### src/rtl/pipeline_hazard_scoreboard.sv
// Hazard/forwarding controller: shift-register scoreboard of in-flight writers from EX onward,
// producing registered forwarding selects, load-use stalls, branch flushes and memory-wait freezes.
module pipeline_hazard_scoreboard #(
    parameter int NUM_FWD_STAGES = 2,
    parameter int LOAD_FWD_STAGE = 2,
    parameter int REG_ADDR_W     = 5,
    parameter int CNT_W          = 32
) (
    input  logic                  clk,
    input  logic                  rst_n,
    input  logic                  id_valid,
    input  logic [REG_ADDR_W-1:0] id_rs1_addr,
    input  logic [REG_ADDR_W-1:0] id_rs2_addr,
    input  logic                  id_rs1_used,
    input  logic                  id_rs2_used,
    input  logic [REG_ADDR_W-1:0] id_rd_addr,
    input  logic                  id_reg_write,
    input  logic                  id_is_load,
    input  logic                  id_mem_op,
    input  logic                  ex_branch_taken,
    input  logic                  dmem_ready,
    output logic                  stall_fetch,
    output logic                  stall_decode,
    output logic                  freeze_all,
    output logic                  flush_decode,
    output logic [2:0]            fwd_sel_rs1,
    output logic [2:0]            fwd_sel_rs2,
    output logic [CNT_W-1:0]      stall_count
);

    localparam int N = NUM_FWD_STAGES;

    // Only entries 0..N-1 can still be matched after the shift; the oldest entry is about to
    // drop and never forwards, so it is not stored. mem_q tracks the EX and MEM occupants only.
    logic [N-1:0]          vld_q;
    logic [N-1:0]          load_q;
    logic [REG_ADDR_W-1:0] rd_q [N];
    logic [1:0]            mem_q;

    logic [2:0]            fwd_sel_rs1_q, fwd_sel_rs1_d;
    logic [2:0]            fwd_sel_rs2_q, fwd_sel_rs2_d;
    logic [CNT_W-1:0]      stall_count_q, stall_count_d;

    logic [2:0]            pos1, pos2;
    logic                  haz1, haz2;
    logic                  freeze, flush, load_use, stall, issue;

    // Returns {load-use hazard, post-shift position}; the youngest match wins.
    function automatic logic [3:0] lookup(input logic [REG_ADDR_W-1:0] src, input logic used);
        logic [3:0] res;
        res = '0;
        for (int k = N - 1; k >= 0; k--) begin
            if (used && (src != '0) && vld_q[k] && (rd_q[k] == src)) begin
                res = {load_q[k] && (k + 1 < LOAD_FWD_STAGE), 3'(k + 1)};
            end
        end
        return res;
    endfunction

    always_comb begin
        {haz1, pos1}  = lookup(id_rs1_addr, id_rs1_used);
        {haz2, pos2}  = lookup(id_rs2_addr, id_rs2_used);
        freeze        = mem_q[1] & ~dmem_ready;
        flush         = ex_branch_taken & ~freeze & rst_n;
        load_use      = id_valid & (haz1 | haz2) & ~freeze & ~flush;
        stall         = freeze | load_use;
        issue         = id_valid & ~stall & ~flush;
        fwd_sel_rs1_d = issue ? pos1 : 3'd0;
        fwd_sel_rs2_d = issue ? pos2 : 3'd0;
        stall_count_d = stall_count_q;
        if (load_use && (stall_count_q != {CNT_W{1'b1}})) begin
            stall_count_d = stall_count_q + CNT_W'(1);
        end
    end

    always_ff @(posedge clk or negedge rst_n) begin
        if (!rst_n) begin
            vld_q         <= '0;
            load_q        <= '0;
            mem_q         <= '0;
            fwd_sel_rs1_q <= '0;
            fwd_sel_rs2_q <= '0;
            stall_count_q <= '0;
        end else if (!freeze) begin
            for (int k = N - 1; k > 0; k--) begin
                vld_q[k]  <= vld_q[k-1];
                load_q[k] <= load_q[k-1];
            end
            vld_q[0]      <= issue & id_reg_write & (id_rd_addr != '0);
            load_q[0]     <= issue & id_is_load;
            mem_q         <= {mem_q[0], issue & id_mem_op};
            fwd_sel_rs1_q <= fwd_sel_rs1_d;
            fwd_sel_rs2_q <= fwd_sel_rs2_d;
            stall_count_q <= stall_count_d;
        end
    end

    // Destination addresses are qualified by vld_q, so they need no reset.
    always_ff @(posedge clk) begin
        if (!freeze) begin
            for (int k = N - 1; k > 0; k--) begin
                rd_q[k] <= rd_q[k-1];
            end
            rd_q[0] <= id_rd_addr;
        end
    end

    assign stall_fetch  = stall;
    assign stall_decode = stall;
    assign freeze_all   = freeze;
    assign flush_decode = flush;
    assign fwd_sel_rs1  = fwd_sel_rs1_q;
    assign fwd_sel_rs2  = fwd_sel_rs2_q;
    assign stall_count  = stall_count_q;

endmodule

### config.mk
export PLATFORM = sky130hd
export DESIGN_NAME = pipeline_hazard_scoreboard
export DESIGN_NICKNAME = d
export VERILOG_FILES = /design/src/rtl/pipeline_hazard_scoreboard.sv
export SDC_FILE = /design/constraint.sdc
export NUM_CORES = 1
export LEC_CHECK = 0
export BUFFER_PORTS_ARGS = -buffer_cell sky130_fd_sc_hd__buf_2
export CORE_ASPECT_RATIO = 0.75
export CORE_MARGIN = 3
export CORE_UTILIZATION = 44
export CTS_CLUSTER_SIZE = 40
export DETAILED_ROUTE_END_ITERATION = 8
export PLACE_DENSITY = 0.79
export SLEW_MARGIN = 15
export SYNTH_ARGS = -nofsm -noshare
export SYNTH_HDL_FRONTEND = slang
export SYNTH_SLANG_ARGS = --single-unit
### constraint.sdc
create_clock -name clk -period 5.9 [get_ports clk]
set_input_delay 1.18 -clock clk [delete_from_list [all_inputs] [get_ports clk]]
set_output_delay 1.18 -clock clk [all_outputs]
set_load 0.05 [all_outputs]
==> flow_summary.yaml, run 1 <==
synth:
  async_flop_share_pct: 80.4
  yosysTopAreaCellShare_pct: 39.3
  synth_area_leaders: "dfrtp_1 39%, edfxtp_1 12%, xor2_1 9.4%"
  ys_seq_elements: 51
  synth_top_area_cell: "dfrtp_1"
  syn_inst: 238
  synth_area_per_cell_um2: 11.0
  synth-seq-area-share_pct: 50.8
  ys.flop_type: "dfrtp_1"
  ys_types: 38
  synth_edf_count: 10
  syn_area_um2: 2610
  yosysWarnings: 0
finish:
  area_growth_pct: 18.3
  layout.nets: 329
  diodes: 0
  utilization_pct: 55.9
  final_cell_mix: "64 x buf_2, 41 x dfrtp_1, 28 x xor2_1"
  final_layout_size_suffix_gt1_share_pct: 27.3
  layout_commonest_cell: "buf_2"
detailed_routing:
  routed-via-count: 2000
  drt_wl_total_um: 5560
  drt-vias-per-instance: 5.28
  wl_per_cell_um: 14.7
  first_iter_violations: 70
  ant_nets: 0
  drc: 0
  dr.pass1.iters: 4
sta:
  period_share_pct: 69.7
  rsz0062_at_grt: "no"
  post-route-min-period_ns: 4.11
  slew_headroom_pct: 53.6
  setup_viol: 0
  finalClockSkew_ns: 0.0100
  worst_pin_slew_ns: 0.691
  hold_viol: 0
  tns_ns: 0
  timing.fmax_mhz: 243
  final_max_slew_viol_count: 0
global_route:
  grt_util_met3_pct: 5.36
  use_met1_pct: 24.5
  overflow: 0
  first_global_vias: 1953
  grt_pass1_wl_um: 9400
  use_met2_pct: 25.9
  antenna_found_initial: 0
  grtUsageTotal_pct: 17.4
  top_usage_layer: "met2"
  grt_max_degree: 42
placement:
  place_hpwl_um: 4270
  port_buffers: 64
  place.gp.congestion: 0.869
setup_path:
  path_max_fanout: 11
  cp_slowest_stage_delay_ns: 0.53
  arrival_ns: 2.93
  path_class: "primary input to output port"
  worst_path_max_delay_cell: "or4_1"
  required_ns: 4.72
  worstSetupEndpointType: "output port"
  cp-start-kind: "primary input"
  cp_cell_sequence: "buf_2 -> or4_1 -> o21ai_2 -> nor3_4 -> o21ai_2 -> nand2_1 -> buf_2"
die:
  die_h_um: 72.7
  io_pins: 67
  core_um2: 5530
  die_w_um: 94.9
  start_util_pct: 47.2
  fp-row-count: 23
  die_area_um2: 6900
status:
  status: "finished, final reports clean"
clock_network:
  cts_resized: 0
  clkSinkCount: 51
  cts_max_level: 2
  hold_buffers: 0
  cts_tree: "built"
  cts_max_path_buffers: 2
  clk_pin_slew_ns: 0.09
  post-cts-setup-buffers: 0
  clock_latency_ns: 0.30
  cts_root_buf: "clkbuf_8"
  numCtsBuffers: 5
power_and_ir_drop:
  leakage_uw: 0.00153
  cellPowerDensity_nw_per_um2: 222
  ir_drop_mv: 0.126
flow_run:
  cap_violations: 0
min_path:
  hold_class: "register to register"
-- cells in the mapped netlist, types with 2 or more instances --
cell type  number
dfrtp_1        41
xor2_1         28
xnor2_1        23
nand2_1        19
nand3_1        18
nor2_1         16
nor3_1         15
nand4_1        12
edfxtp_1       10
nor4_1          6
a22o_1          5
and4_1          5
buf_4           4
inv_1           3
nand2b_1        3
o21ai_2         3
a32o_1          2
and2_1          2
buf_2           2
nor3_4          2
or4_1           2
-- path summary, 6_finish.rpt --
kind,slack [ns],cells after the start,startpoint,end
setup / recovery,1.79,7,id_rs1_addr[1],stall_fetch
hold / removal,0.48,1,mem_q[0],mem_q[1]
max in group asynchronous,4.54,2,rst_n,stall_count[11]
setup reg to reg,3.59,6,stall_count[24],stall_count[27]
min in group asynchronous,0.98,2,rst_n,stall_count[9]
hold reg to reg,0.48,1,mem_q[0],mem_q[1]
-- layer usage --
metal / wire length (um) / up-vias
met5: 0 / -
met4: 73 / 0
met3: 375 / 7
met2: 2520 / 59
met1: 2590 / 960
li1: - / 974
-- final cells by class --
type	instances	area, um2
clock inverters	1	30.0
well taps	75	93.8
multi-input cells	176	1220
repair buffers	65	328
inverters	4	15.0
fillers	504	2440
clock buffers	7	76.3
flip-flops and latches	51	1330
-- kinds of logic (layout without fill, tap and decap cells) --
group | after synthesis | after routing | synth area share, %
other | 1 | 2 | 0.144
DFF | 51 | 51 | 50.8
AOI/OAI and AO/OA | 14 | 14 | 4.94
xor gates and xnor gates | 51 | 51 | 17.1
buffers and inverters | 12 | 77 | 2.68
and+or+nand+nor | 107 | 107 | 23.4
adders and majority gates | 1 | 1 | 0.479
muxes | 1 | 1 | 0.431
-- critical path: cells and delay by family --
family                 cells  cell delay, ns
buffers and inverters      2            0.37
AOI/OAI and AO/OA          2            0.62
and+or+nand+nor            3            0.76
-- report_power, final --
group	switching, uW	internal, uW
sequential	10.6	372
combinational	41.5	24.2
clock	109	127
total	161	523
-- per-stage QoR --
| stage | power (uW) | instances | cell area [um2] | setup slack, ns | hold slack, ns |
|---|---|---|---|---|---|
| final | 684 | 379 | 3090 | 1.79 | 0.478 |
| after CTS | 688 | 379 | 3090 | 1.77 | 0.482 |
| after global placement | 454 | 371 | 2980 | 1.79 | 0.456 |
| after detailed placement | 456 | 371 | 2980 | 1.77 | 0.464 |
| after global routing | 712 | 379 | 3090 | 1.66 | 0.516 |
| after floorplan | 430 | 239 | 2610 | 1.74 | 0.435 |
-- flip-flops by register name (all words and copies together) (netlist names) --
register     cells
vld_q            2
fwd_sel_rs2      2
fwd_sel_rs1      2
mem_q            2
stall_count     32
rd_q            10
load_q           1
Note: power is estimated with default switching activity, not from simulation.
==> inputs of run 2 (changes only) <==
- ABC_AREA: default -> 1
- PLACE_DENSITY: 0.79 -> 0.81
- clock period: 5.9 -> 3.6 ns (I/O delays scaled with it)
==> run 2 against run 1 <==
Non-clock buffer count up 1. Sequential power up 64%. Count of clock-buffer cells in the layout down 1. Routed wire length up 17%. Critical path depth up 1. Flip-flop and latch count unchanged. Worst setup slack worse by 0.84 ns. Cell count up 32%. Power up 58%. Clock skew up 0.0025 ns. Synthesized area up 13%. First-iteration DRC count up 120%. Critical endpoint is now stall_decode.
==> flow_summary.yaml, run 2 <==
status:
  status: "finished, final reports clean"
synth:
  ys_types: 36
  syn_inst: 351
  synth_edf_count: 10
  yosysTopAreaCellShare_pct: 34.7
  syn_area_um2: 2960
  ys.flop_type: "dfrtp_1"
  async_flop_share_pct: 80.4
  synth_area_leaders: "dfrtp_1 35%, nand2_1 12%, edfxtp_1 10%"
  synth_area_per_cell_um2: 8.42
  synth-seq-area-share_pct: 44.9
  synth_top_area_cell: "dfrtp_1"
  ys_seq_elements: 51
  synth_common_cells: "95 x nand2_1, 51 x inv_1, 41 x dfrtp_1, 24 x nand3_1, 24 x nor2_1"
  yosysMostFrequentCell: "nand2_1"
  yosysWarnings: 0
finish:
  final_layout_size_suffix_gt1_share_pct: 25.9
  regArea_um2: 1330
  fillers: 572
  multi_input_area_um2: 1380
  diodes: 0
  final_cell_mix: "95 x nand2_1, 64 x buf_2, 51 x inv_1"
  largest_register_ffs: 32
  area_growth_pct: 16.2
  utilization_pct: 53.6
  layout.nets: 446
  layout_commonest_cell: "nand2_1"
die:
  core_um2: 6410
  fp-row-count: 25
  die_h_um: 77.0
  die_area_um2: 7750
  io_pins: 67
  start_util_pct: 46.1
  die_w_um: 101
placement:
  port_buffers: 64
  place.gp.congestion: 0.887
  place_hpwl_um: 5180
power_and_ir_drop:
  finalPower_uw: 1080
  leakage_uw: 0.00185
  cellPowerDensity_nw_per_um2: 314
  ir_drop_mv: 0.179
clock_network:
  hold_buffers: 0
  clk_pin_slew_ns: 0.08
  numCtsBuffers: 5
  cts_resized: 0
  clkSinkCount: 51
  clock_latency_ns: 0.31
  cts_tree: "built"
  cts_max_level: 2
  cts_root_buf: "clkbuf_8"
  post-cts-setup-buffers: 0
  cts_max_path_buffers: 2
sta:
  worst_pin_slew_ns: 0.525
  slew_headroom_pct: 65.0
  tns_ns: 0
  finalClockSkew_ns: 0.0126
  period_share_pct: 73.7
  post-route-min-period_ns: 2.65
  rsz0062_at_grt: "no"
  final_max_slew_viol_count: 0
  timing.fmax_mhz: 377
  setup_viol: 0
  hold_viol: 0
global_route:
  grtUsageTotal_pct: 17.8
  first_global_vias: 2284
  grt_max_degree: 42
  antenna_found_initial: 0
  overflow: 0
  grt_pass1_wl_um: 10900
setup_path:
  crit_path_end: "stall_decode"
  path_class: "primary input to output port"
  cp-start-kind: "primary input"
  worstSetupEndpointType: "output port"
  arrival_ns: 1.93
  reg2reg_from: "stall_count[1]"
  rrSetupSlack_ns: 1.63
  reg2regPathDepth: 9
  startpoint: "dmem_ready"
  r2r-end: "stall_count[15]"
  path_max_fanout: 19
  required_ns: 2.88
detailed_routing:
  first_iter_violations: 156
  wl_per_cell_um: 12.9
  dr.pass1.iters: 4
  drt-vias-per-instance: 4.88
  ant_nets: 0
  drt_wl_total_um: 6490
  routed-via-count: 2450
  drc: 0
flow_run:
  cap_violations: 0
min_path:
  hold_class: "register to register"
run 2: cell count changes after synthesis, moves of 5 or more:
cell     delta
xnor2_1    -10
nor2_1      +8
nand2_1    +76
inv_1      +48
nor2_2      +8
nand3_2     +8
nand3_1     +6
a22o_1      -5
nor3_1      -9
xor2_1     -12
and4_1      -5
o21ai_0     +9
nand4_1     -6
run 2: metrics by stage:
| stage | cell area (um2) | hold WS, ns | worst slack (ns) | instances |
|---|---|---|---|---|
| after floorplan | 2960 | 0.420 | 0.806 | 352 |
| after global placement | 3350 | 0.432 | 0.990 | 494 |
| after detailed placement | 3350 | 0.441 | 0.940 | 494 |
| after CTS | 3440 | 0.457 | 0.937 | 502 |
| after global routing | 3440 | 0.468 | 0.833 | 502 |
| final | 3440 | 0.458 | 0.948 | 502 |
run 2: how the worst min path moves through the flow:
stage / start / end / slack, ns / cells after the start
detailed placement: mem_q[0] / mem_q[1] / 0.44 / 2
floorplan: rst_n / fwd_sel_rs1[0] / 0.42 / 0
finish: mem_q[0] / mem_q[1] / 0.46 / 2
global route: rd_q[0][3] / rd_q[0][8] / 0.47 / 0
CTS: rd_q[0][3] / rd_q[0][8] / 0.46 / 0
global placement: rd_q[0][3] / rd_q[0][8] / 0.43 / 0
run 2: cell families (layout without fill, tap and decap cells):
logic type	Yosys count	in the layout	synth area share (%)
flops	51	51	44.9
other cells	1	2	0.127
xor+xnor	29	29	8.59
fa+ha+maj	1	1	0.423
simple gates	195	195	35.0
buf+inv	60	129	8.51
compound gates	14	14	2.54
run 2: critical path, stage by stage:
cell and delay, ns:
buf_2 0.07, or2_1 0.13, buf_4 0.25, nand3_2 0.13, nor2_4 0.16, nand2_4 0.12, nand2_1 0.09, buf_2 0.26
run 2: power by group:
group	total, uW	switching, uW	internal, uW	leakage (uW)
logic	126	83.7	42.5	0.00116
registers	627	16.2	611	0.000645
clock network	325	188	137	0.0000455
run 2: area by class of cell:
cell class,instances,area share (%)
multi-input cells,241,40.2
flip-flops and latches,51,38.6
repair buffers,66,9.76
inverters,55,6.01
well taps,81,2.95
clock buffers,6,2.11
clock inverters,2,0.328
run 2: per-layer routing:
| layer | global-route usage, % | part of all wire (%) | up-vias | routed length (um) |
|---|---|---|---|---|
| li1 | - | - | 1240 | - |
| met1 | 26.0 | 49 | 1150 | 3200 |
| met2 | 26.8 | 45 | 54 | 2920 |
| met3 | 3.00 | 4.5 | 6 | 290 |
| met4 | 5.65 | 1.2 | 0 | 80 |
| met5 | 0 | 0 | - | 0 |
